==> config.mk <==
export PLATFORM = sky130hd
export DESIGN_NAME = counter_sequencer
export DESIGN_NICKNAME = d
export VERILOG_FILES = /design/src/rtl/counter_sequencer.sv
export SDC_FILE = /design/constraint.sdc
export NUM_CORES = 1
export LEC_CHECK = 0
export ABC_AREA = 1
export CAP_MARGIN = 0
export CELL_PAD_IN_SITES_DETAIL_PLACEMENT = 1
export CELL_PAD_IN_SITES_GLOBAL_PLACEMENT = 2
export CORE_MARGIN = 2
export CORE_UTILIZATION = 26
export CTS_CLUSTER_SIZE = 24
export DETAILED_ROUTE_END_ITERATION = 10
export PLACE_DENSITY_LB_ADDON = 0.1
export REMOVE_ABC_BUFFERS = 1
export SETUP_SLACK_MARGIN = 0.05
export SLEW_MARGIN = 0
export SYNTH_ARGS = -nofsm -noshare
export SYNTH_HDL_FRONTEND = slang
export SYNTH_SLANG_ARGS = --single-unit
==> constraint.sdc <==
create_clock -name clock -period 2.3 [get_ports clock]
set_clock_uncertainty 0.05 [all_clocks]
set_input_delay 0.23 -clock clock [delete_from_list [all_inputs] [get_ports clock]]
set_output_delay 0.23 -clock clock [all_outputs]
set_load 0.02 [all_outputs]
==> src/rtl/counter_sequencer.sv <==
// Round-robin sequencer that shares one up counter among N_REQ requesters:
// loads the winner's start value, paces increments and pulses finish at terminal count.
module counter_sequencer #(
    parameter int unsigned N_REQ    = 4,
    parameter int unsigned CW       = 3,
    parameter int unsigned STEP_DIV = 1
) (
    input  logic                clock,
    input  logic                reset,
    input  logic [N_REQ-1:0]    req_i,
    input  logic [N_REQ*CW-1:0] start_val_i,
    output logic [N_REQ-1:0]    gnt_o,
    output logic [N_REQ-1:0]    finish_o,
    output logic                busy_o,
    output logic                ctr_load_o,
    output logic [CW-1:0]       ctr_in_o,
    output logic                ctr_inc_o,
    input  logic                ctr_done_i
);

    localparam int unsigned PTR_W   = (N_REQ > 1) ? $clog2(N_REQ) : 1;
    localparam int unsigned PRESC_W = (STEP_DIV > 1) ? $clog2(STEP_DIV) : 1;
    localparam logic [PRESC_W-1:0] PRESC_LAST = PRESC_W'(STEP_DIV - 1);
    localparam logic [PTR_W-1:0]   PTR_LAST   = PTR_W'(N_REQ - 1);

    typedef enum logic [1:0] {
        S_IDLE = 2'd0,
        S_LOAD = 2'd1,
        S_RUN  = 2'd2,
        S_DONE = 2'd3
    } state_e;

    state_e             state_q, state_d;
    logic [N_REQ-1:0]   gnt_q, gnt_d;
    logic [N_REQ-1:0]   finish_q, finish_d;
    logic               busy_q, busy_d;
    logic               ctr_load_q, ctr_load_d;
    logic [CW-1:0]      start_q, start_d;
    logic [PTR_W-1:0]   ptr_q, ptr_d;
    logic [PRESC_W-1:0] presc_q, presc_d;

    logic               arb_found_c;
    logic [PTR_W-1:0]   arb_idx_c;
    logic               win_req_c;
    logic               presc_last_c;

    // Round-robin search starting at ptr_q and wrapping past N_REQ-1.
    always_comb begin : arb_p
        int unsigned cand;
        arb_found_c = 1'b0;
        arb_idx_c   = '0;
        cand        = 0;
        for (int unsigned k = 0; k < N_REQ; k++) begin
            cand = 32'(ptr_q) + k;
            if (cand >= N_REQ) begin
                cand = cand - N_REQ;
            end
            if (!arb_found_c && req_i[PTR_W'(cand)]) begin
                arb_found_c = 1'b1;
                arb_idx_c   = PTR_W'(cand);
            end
        end
    end

    assign win_req_c    = |(req_i & gnt_q);
    assign presc_last_c = (presc_q == PRESC_LAST);

    always_ff @(posedge clock or negedge reset) begin
        if (!reset) begin
            state_q    <= S_IDLE;
            gnt_q      <= '0;
            finish_q   <= '0;
            busy_q     <= 1'b0;
            ctr_load_q <= 1'b0;
            start_q    <= '0;
            ptr_q      <= '0;
            presc_q    <= '0;
        end else begin
            state_q    <= state_d;
            gnt_q      <= gnt_d;
            finish_q   <= finish_d;
            busy_q     <= busy_d;
            ctr_load_q <= ctr_load_d;
            start_q    <= start_d;
            ptr_q      <= ptr_d;
            presc_q    <= presc_d;
        end
    end

    // Next state; a dropped winner request beats ctr_done in the same cycle.
    always_comb begin
        state_d   = state_q;
        gnt_d     = gnt_q;
        start_d   = start_q;
        ptr_d     = ptr_q;
        presc_d   = presc_q;
        ctr_inc_o = 1'b0;

        unique case (state_q)
            S_IDLE: begin
                if (arb_found_c) begin
                    state_d = S_LOAD;
                    gnt_d   = N_REQ'(1) << arb_idx_c;
                    start_d = start_val_i[32'(arb_idx_c) * CW +: CW];
                    ptr_d   = (arb_idx_c == PTR_LAST) ? '0 : arb_idx_c + PTR_W'(1);
                end
            end
            S_LOAD: begin
                presc_d = '0;
                if (!win_req_c) begin
                    state_d = S_IDLE;
                    gnt_d   = '0;
                end else begin
                    state_d = S_RUN;
                end
            end
            S_RUN: begin
                ctr_inc_o = presc_last_c && !ctr_done_i && win_req_c;
                presc_d   = presc_last_c ? '0 : presc_q + PRESC_W'(1);
                if (!win_req_c) begin
                    state_d = S_IDLE;
                    gnt_d   = '0;
                end else if (ctr_done_i) begin
                    state_d = S_DONE;
                end
            end
            S_DONE: begin
                state_d = S_IDLE;
                gnt_d   = '0;
            end
            default: begin
                state_d = S_IDLE;
                gnt_d   = '0;
            end
        endcase

        busy_d     = (state_d != S_IDLE);
        ctr_load_d = (state_d == S_LOAD);
        finish_d   = (state_d == S_DONE) ? gnt_d : '0;
    end

    assign gnt_o      = gnt_q;
    assign finish_o   = finish_q;
    assign busy_o     = busy_q;
    assign ctr_load_o = ctr_load_q;
    assign ctr_in_o   = start_q;

    a_gnt_onehot: assert property (@(posedge clock) disable iff (!reset) $onehot0(gnt_q));
    a_load_inc_excl: assert property (@(posedge clock) disable iff (!reset) !(ctr_load_q && ctr_inc_o));
    a_no_inc_at_done: assert property (@(posedge clock) disable iff (!reset) !(ctr_done_i && ctr_inc_o));

endmodule
==> results of run 1 <==
-- kinds of logic after synthesis --
family,after synthesis,share of synthesized area
fa+ha+maj,7,0.06842
simple gates,100,0.3881
flops,17,0.3324
buf+inv,38,0.1261
compound gates,15,0.08503
-- metrics by stage --
| step | instance area [um2] | power (mW) |
|---|---|---|
| CTS | 1750 | 2.813 |
| floorplan | 1254 | 1.863 |
| global placement | 1703 | 2.551 |
| detailed placement | 1703 | 2.566 |
| finish | 1770 | 2.779 |
| global route | 1770 | 3.133 |
-- worst paths after layout --
path | endpoint | slack, ps | depth (start not counted)
worst max-delay path | finish_o[0]$_DFF_PN0_ | 270 | 12
worst min-delay path | finish_o[1]$_DFF_PN0_ | 390 | 1
worst max register to register | finish_o[0]$_DFF_PN0_ | 270 | 12
worst min register to register | ctr_in_o[1]$_DFFE_PN0P_ | 440 | 2
max in group asynchronous | ptr_q[0]$_DFFE_PN0P_ | 1260 | 1
min in group clock | ctr_in_o[1]$_DFFE_PN0P_ | 440 | 2
-- placed cells by master, fill, tap and decap left out --
cell type,synthesis,layout
clkinv_2,0,1
nand2_2,8,8
dfrtp_2,0,1
dfrtp_1,17,16
o22ai_1,2,2
clkbuf_8,0,3
o221ai_2,1,1
dlymetal6s2s_1,0,1
o21ai_0,2,2
nand2_1,54,54
o22ai_2,1,1
o211ai_1,4,4
buf_4,0,8
ha_1,7,7
nand2_4,4,4
nand3_2,4,4
o21ai_1,1,1
inv_1,32,32
nand4_1,1,1
inv_2,4,4
nor3_2,1,1
o21ai_2,1,1
a21oi_1,3,3
nor2b_1,1,1
nand3b_1,3,3
nor2_1,11,10
nor2_4,1,1
nand3_1,11,11
nor2_2,0,1
or2_1,1,1
clkdlybuf4s50_1,0,31
-- area by class of cell --
class,count,area [um2],share of cell area
Timing Repair Buffer,40,382.9,0.2163
Tap cell,67,83.83,0.04735
Clock buffer,3,41.29,0.02332
Inverter,36,135.1,0.07633
Sequential cell,17,426.7,0.2410
Multi-Input combinational cell,122,695.7,0.3929
Clock inverter,1,5.005,0.002827
-- sequential cells by signal, indices dropped and copies added, names as in the netlist --
| register | flops |
|---|---|
| state_q | 2 |
| ctr_load_o | 1 |
| ptr_q | 2 |
| ctr_in_o | 3 |
| busy_o | 1 |
| finish_o | 4 |
| gnt_o | 4 |
-- timing repair --
action / in CTS / in global routing
setup endpoints to repair: 4 / 9
resized for setup: 1 / 2
cloned: 0 / 0
hold buffers: 0 / 0
setup buffers: 0 / 2
pin swaps: 0 / 1
-- per-layer routing --
metal  share of wire  vias up  track usage
met4               0        0      0.01818
li1                -      626            -
met3           0.040        0      0.03388
met2            0.50       20       0.2351
met5               0        -            0
met1            0.46      561       0.1821
-- power groups by stage --
stage	Clock (mW)	Combinational [mW]	Sequential (mW)
CTS	0.230	2.06	0.521
detailed placement	0	2.04	0.524
global placement	0	2.03	0.523
global route	0.241	2.37	0.517
finish	0.219	2.06	0.502
floorplan	0	1.26	0.599
==> summary.md, run 1 <==
| Metric | Value |
|---|---|
| Time the worst path needs with I/O delays and setup | `2029 ps` |
| Yosys top cell area share | `0.3324` |
| # DRC | `0` |
| Antenna violations before repair | `0` |
| Largest area contributor in the netlist | `dfrtp_1` |
| Diodes inserted | `0` |
| Buf/Inv on CP | `1` |
| Max_cap viols | `0` |
| 1st-iter DRT viols | `34` |
| Number of routed nets with antenna violations | `0` |
| Synth cell types | `26` |
| Most numerous cell in the Yosys netlist | `nand2_1` |
| DR vias | `1207` |
| Cell Rows | `25` |
| Sequential fraction of the synthesis area | `0.3324` |
| Drt wl/cell | `11.80 um` |
| Clk sinks | `17` |
| Placed Cells | `280` |
| Top cells by count, synth | `54 x nand2_1, 32 x inv_1, 17 x dfrtp_1` |
| Critical Path Fanout Max | `6` |
| Ys flop type | `dfrtp_1` |
| Util after Layout | `0.3748` |
| Synth top area cells | `dfrtp_1 33%, nand2_1 16%, inv_1 9.4%` |
| Fin cells | `286` |
| Switching power | `1.418 mW` |
| Dpl hpwl | `2788 um` |
| Number of I/O port buffers | `32` |
| Fin. max-slew vios | `0` |
| Mapped Cells | `177` |
| Slowest CP cell | `dfrtp_2` |
| Int Power | `1.361 mW` |
| First-pass GRT wire length | `5858 um` |
| Comb power frac | `0.741` |
| RSZ-0062 raised after global routing | `false` |
| CTS tree | `yes` |
| DP Worst Slack | `18.18 ps` |
| Crit path max-delay family | `simple AND/OR/NAND/NOR gates` |
| Period utilization | `0.8820` |
| Largest net degree at the start of global routing | `18` |
| Pleak | `0.9420 nW` |
| Crit path required time | `2380 ps` |
| Post-synth EDFFs | `0` |
| Layout cells sized above 1 | `0.1781` |
| DRT Pass-1 Iters | `4` |
| Area growth syn-to-layout | `38.32%` |
| Sw Share | `0.5104` |
| Critical path's most frequent cell | `nand2_2` |
| Die height | `74.17 um` |
| Fin nets | `246` |
| Area of the mapped netlist | `0.001280 mm2` |
| Yosys Warn Count | `0` |
| Slew at the pin closest to its max-slew limit | `792.7 ps` |
| Setup crit start | `ptr_q[0]$_DFFE_PN0P_` |
| Filler instances | `593` |
| Routed WL | `3376 um` |
| Status | `finished clean` |
| Hold_ws | `390.3 ps` |
| Sequential share of power | `0.181` |
| CP Data Arrival Time | `2110 ps` |
| GR Util All Layers | `0.1379` |
| Setup TNS Final | `0 ps` |
| Nature of the critical path startpoint | `register` |
| CTS buffer count | `3` |
| Die area | `0.005500 mm2` |
| Syn avg cell area | `7.232 um2` |
| RR Startpoint | `ptr_q[0]$_DFFE_PN0P_` |
| Remaining Overflow, GRT | `0` |
| Htree depth | `1` |
| Clock buffer depth | `2` |
| Die Wd | `74.17 um` |
| CP Class | `register to register` |
| I/O Pins | `33` |
| Number of global-route vias before repair | `1256` |
| Final setup viols | `0` |
| Max IR drop VDD | `0.5723 mV` |
| Fmax | `0.4929 GHz` |
| Initial Utilization | `0.2710` |
| Final hold violations | `0` |
| Critical Path End Type | `register` |
| Routability cong. | `0.7297` |
| Max_slew headroom | `0.4699` |
| Clock Pin Slew Worst Setup and Hold Paths | `70 ps` |
| Clock root buffer | `clkbuf_8` |
| Worst setup margin | `271.3 ps` |
| Crit path largest cell delay | `450 ps` |
| Power Dens Cells | `1570 mW/mm2` |
| Clock latency on the worst-skew pair | `250 ps` |
| Clk pwr share | `0.079` |
| Post-synth ARST share | `1.000` |
| Min-Delay Path Class | `input port to asynchronous set/reset pin` |
| DR vias/cell | `4.220` |
| CP Cell Sequence | `buf_4 > nand2_1 > nand2_2 > nand2_2 > nand2_2 > nor2_4 > nand3_2 > nand3_2 > nand2_2 > ha_1 > o211ai_1 > nor2_1` |
| Register bit total from synthesis | `17` |
| Placeable core region | `0.004723 mm2` |
No activity file was read; power rests on OpenSTA's default activity.
==> inputs of run 2 (changes only) <==
Settings changed: CORE_UTILIZATION 26 to 27, CTS_BUF_LIST from default to sky130_fd_sc_hd__clkbuf_4, MAX_ROUTING_LAYER from default to met4.
==> summary.md, run 2 (synthesized netlist as in run 1, its figures left out) <==
| Metric | Value |
|---|---|
| Util after Layout | `0.3734` |
| Layout cells sized above 1 | `0.1881` |
| Antenna violations before repair | `0` |
| CTS buffer count | `3` |
| Routed WL | `3593 um` |
| Int Power | `1.318 mW` |
| DR vias | `1224` |
| Die height | `72.85 um` |
| Switching power | `1.455 mW` |
| Worst setup margin | `184.6 ps` |
| Setup TNS Final | `0 ps` |
| DRT Pass-1 Iters | `4` |
| Min-Delay Path Class | `input port to asynchronous set/reset pin` |
| CP Class | `register to register` |
| Htree depth | `1` |
| Clock Pin Slew Worst Setup and Hold Paths | `100 ps` |
| Drt wl/cell | `13.21 um` |
| Clock buffer depth | `2` |
| Placeable core region | `0.004661 mm2` |
| Initial Utilization | `0.2746` |
| Number of routed nets with antenna violations | `0` |
| 1st-iter DRT viols | `35` |
| CTS tree | `yes` |
| Die Wd | `72.85 um` |
| Crit path largest cell delay | `480 ps` |
| Clk pwr share | `0.062` |
| Placed Cells | `267` |
| Fin cells | `272` |
| Area growth syn-to-layout | `35.97%` |
| Cell Rows | `25` |
| Final hold violations | `0` |
| Max IR drop VDD | `0.5351 mV` |
| Fmax | `0.4727 GHz` |
| Clk sinks | `17` |
| Commonest non-fill, non-tap cell in the layout | `nand2_1` |
| Routability cong. | `0.7882` |
| Sw Share | `0.5246` |
| DP Worst Slack | `-1.395 ps` |
| Clock root buffer | `clkbuf_4` |
| Diodes inserted | `0` |
| # DRC | `0` |
| Crit path required time | `2420 ps` |
| Dpl hpwl | `2991 um` |
| Number of I/O port buffers | `32` |
| Critical Path Fanout Max | `7` |
| Status | `finished clean` |
| Max_cap viols | `0` |
| Pleak | `0.9293 nW` |
| Max_slew headroom | `0.4817` |
| Clock latency on the worst-skew pair | `290 ps` |
| DR vias/cell | `4.500` |
| GR Util All Layers | `0.1574` |
| Critical path's most frequent cell | `nand2_2` |
| Critical Path End Type | `register` |
| Fin. max-slew vios | `0` |
| Number of global-route vias before repair | `1329` |
| Final setup viols | `0` |
| Remaining Overflow, GRT | `0` |
| Die area | `0.005307 mm2` |
| Nature of the critical path startpoint | `register` |
| First-pass GRT wire length | `6417 um` |
| Cts hold-fix bufs | `0` |
| Slew at the pin closest to its max-slew limit | `775.0 ps` |
| CP Data Arrival Time | `2230 ps` |
| Filler instances | `589` |
| Fin nets | `245` |
| Period utilization | `0.9197` |
| Comb power frac | `0.753` |
| Largest net degree at the start of global routing | `18` |
| CP Cell Sequence | `buf_4 > nand2_1 > nand2_1 > nand2_2 > nand2_2 > nor2_4 > nand3_2 > nand3_2 > nand2_2 > ha_1 > o211ai_1 > nor2_1` |
| Sequential share of power | `0.185` |
| RSZ-0062 raised after global routing | `false` |
| Power Dens Cells | `1593 mW/mm2` |
| Time the worst path needs with I/O delays and setup | `2115 ps` |
| Slowest CP cell | `dfrtp_2` |
| Most frequent cells in the layout | `53 x nand2_1, 32 x inv_1, 31 x clkdlybuf4s50_1` |
| I/O Pins | `33` |
run 2: critical path, delay by kind of cell (launching register included):
kind                       cells  cell delay (ps)
AOI/OAI and AO/OA              1              280
adders and majority gates      1              200
buffers and inverters          1              190
DFF                            1              480
and+or+nand+nor                9              780
run 2: through the flow:
| step | hold slack [ps] | area [um2] | total power [mW] |
|---|---|---|---|
| 3_5_place_dp | 437.5 | 1687 | 2.595 |
| 6_report | 328.8 | 1740 | 2.773 |
| 4_1_cts | 355.6 | 1717 | 2.780 |
| 3_3_place_gp | 422.1 | 1687 | 2.555 |
| 5_1_grt | 378.8 | 1740 | 3.101 |
| 2_1_floorplan | -115.6 | 1254 | 1.863 |
run 2: timing repair:
action                     CTS  global route
setup endpoints to repair    0             9
resized for setup            0             7
setup buffers                0             1
run 2: final cells by class:
class	instances	area [um2]	area share
tap	54	67.56	0.03882
timing repair buffer	39	375.4	0.2157
inverter	36	137.6	0.07908
sequential	17	427.9	0.2459
clock buffer	4	30.03	0.01725
multi-input combinational	122	701.9	0.4033
run 2: worst paths after layout:
check	to	start	slack (ps)	depth (start not counted)
min in group clock	ctr_in_o[1]$_DFFE_PN0P_	ctr_in_o[1]$_DFFE_PN0P_	450	2
max	finish_o[0]$_DFF_PN0_	ptr_q[0]$_DFFE_PN0P_	180	12
max reg2reg	finish_o[0]$_DFF_PN0_	ptr_q[0]$_DFFE_PN0P_	180	12
max in group asynchronous	ptr_q[1]$_DFFE_PN0P_	reset	1340	1
min reg2reg	ctr_in_o[1]$_DFFE_PN0P_	ctr_in_o[1]$_DFFE_PN0P_	450	2
min	state_q[0]$_DFF_PN0_	reset	330	1
run 2: power groups by stage:
stage                     Clock [mW]  Sequential [mW]  Combinational [mW]
after CTS                      0.177            0.510                2.09
after floorplan                    0            0.599                1.26
after global placement             0            0.509                2.05
after global routing           0.196            0.528                2.38
after detailed placement           0            0.514                2.08
final                          0.172            0.514                2.09
run 2: routing by layer:
layer	up-vias	global-route usage	part of all wire
li1	626	-	-
met1	575	0.2078	0.48
met2	21	0.2596	0.49
met3	2	0.02901	0.028
met4	0	0.01852	0.0025
met5	-	-	0
==> inputs of run 3 (changes only) <==
Settings changed: TNS_END_PERCENT from default to 1.
==> summary.md, run 3 (synthesized netlist as in run 1, its figures left out) <==
| Metric | Value |
|---|---|
| Pleak | `0.9252 nW` |
| Setup bufs post-CTS | `0` |
| RSZ-0062 raised after global routing | `true` |
| Fin nets | `244` |
| Number of I/O port buffers | `32` |
| R2R Setup Slk | `170 ps` |
| CP Class | `register to register` |
| Crit path required time | `2420 ps` |
| Metal2 WL | `1762 um` |
| Layout cells sized above 1 | `0.1659` |
| Met3 WL | `103 um` |
| Initial Utilization | `0.2746` |
| Clock latency on the worst-skew pair | `290 ps` |
| 1st-iter DRT viols | `30` |
| Top Layer Used | `met4` |
| DR vias/cell | `4.509` |
| Time the worst path needs with I/O delays and setup | `2133 ps` |
| Slew at the pin closest to its max-slew limit | `771.1 ps` |
| Fin. max-slew vios | `0` |
| Placeable core region | `0.004661 mm2` |
| Number of routed nets with antenna violations | `0` |
| DP Worst Slack | `-1.395 ps` |
| Diodes inserted | `0` |
| # DRC | `0` |
| Worst R2R Path Depth | `13` |
| Most frequent cells in the layout | `54 x nand2_1, 32 x inv_1, 31 x clkdlybuf4s50_1` |
| Routability cong. | `0.7882` |
| CP Data Arrival Time | `2250 ps` |
| Clock root buffer | `clkbuf_4` |
| Critical Path Fanout Max | `7` |
| Number of global-route vias before repair | `1329` |
| Post-Place Cell Area | `0.001687 mm2` |
| Period utilization | `0.9272` |
| Critical Path End Type | `register` |
| CTS buffer count | `3` |
| Worst setup margin | `167.4 ps` |
| Die area | `0.005307 mm2` |
| Power Dens Cells | `1588 mW/mm2` |
| Filler instances | `594` |
| Remaining Overflow, GRT | `0` |
| Area growth syn-to-layout | `34.60%` |
| Clock Pin Slew Worst Setup and Hold Paths | `100 ps` |
| Max IR drop VDD | `0.5359 mV` |
| Setup TNS Final | `0 ps` |
| DRT Pass-1 Iters | `4` |
| Antenna violations before repair | `0` |
| Die height | `72.85 um` |
| Final setup viols | `0` |
| Final hold violations | `0` |
| DR vias | `1222` |
| Final instance area | `0.001723 mm2` |
| Status | `finished clean` |
| Die Wd | `72.85 um` |
| Htree depth | `1` |
| Clock buffer depth | `2` |
| CTS tree | `yes` |
| Fmax | `0.4689 GHz` |
| Max_cap viols | `0` |
| Metal-1 WL | `1700 um` |
| I/O Pins | `33` |
| First-pass GRT wire length | `6417 um` |
| Largest net degree at the start of global routing | `18` |
| Commonest non-fill, non-tap cell in the layout | `nand2_1` |
| Routed WL | `3576 um` |
| Max_slew headroom | `0.4843` |
| Clk sinks | `17` |
| Dpl hpwl | `2991 um` |
| Min-Delay Path Class | `input port to asynchronous set/reset pin` |
| Hold_ws | `326.8 ps` |
| Nature of the critical path startpoint | `register` |
| Cell Rows | `25` |
| Drt wl/cell | `13.20 um` |
| GR Util All Layers | `0.1574` |
==> run 3: changes by cell type in the layout (fill, tap and decap cells not counted) <==
cell	delta
dfrtp_1	+1
nand2_1	+1
nor2_2	-1
a21oi_2	-1
buf_4	-1
dfrtp_2	-1
nand2_2	-1
a21oi_1	+1
nor2_1	+1
==> run 3: final timing paths <==
| kind | startpoint | end |
|---|---|---|
| setup / recovery | ptr_q[0]$_DFFE_PN0P_ | finish_o[3]$_DFF_PN0_ |
| hold / removal | reset | state_q[1]$_DFF_PN0_ |
| setup reg to reg | ptr_q[0]$_DFFE_PN0P_ | finish_o[3]$_DFF_PN0_ |
| hold reg to reg | ctr_in_o[1]$_DFFE_PN0P_ | ctr_in_o[1]$_DFFE_PN0P_ |
| max in group asynchronous | reset | ptr_q[0]$_DFFE_PN0P_ |
| min in group clock | ctr_in_o[1]$_DFFE_PN0P_ | ctr_in_o[1]$_DFFE_PN0P_ |
==> run 3: layout make-up <==
cell class	count	area (um2)	share of cell area
inverters	36	137.6	0.07988
clock buffers	4	30.03	0.01743
repair buffers	38	367.9	0.2135
flip-flops and latches	17	426.7	0.2476
well taps	54	67.56	0.03922
multi-input cells	122	693.2	0.4023
==> run 3: power by group <==
group	internal (mW)	switching (mW)	total, mW
Combinational	0.796	1.26	2.05
Sequential	0.423	0.0896	0.513
Clock	0.0792	0.0924	0.172
==> run 3: worst max-delay path, stage by stage, from the launching register on <==
cell      delay, ps
dfrtp_2         460
buf_4           200
nand2_1          60
nand2_1         110
nand2_1          70
nand2_1          90
nor2_1           50
nor2_1          160
nand2_4          80
nand2_4          70
inv_1            70
ha_1            210
o211ai_1        240
nor2_1           80
==> run 3: routing by layer <==
metal  global-route usage  vias up
met3              0.02901        2
met4              0.01852        0
met5                    -        -
met1               0.2078      572
met2               0.2596       23
li1                     -      625
==> run 3: through the flow <==
| step | util | cells | power (mW) |
|---|---|---|---|
| after floorplan | - | 175 | 1.863 |
| after global placement | 0.3619 | 267 | 2.555 |
| after detailed placement | 0.3619 | 267 | 2.595 |
| after CTS | 0.3683 | 271 | 2.780 |
| after global routing | 0.3697 | 271 | 3.064 |
| final | 0.3697 | 271 | 2.736 |
==> run 3: timing repair <==
| item | CTS | global route |
|---|---|---|
| resized for setup | 0 | 3 |
| endpoints found under the setup margin | 0 | 9 |
| hold buffers | 0 | 0 |
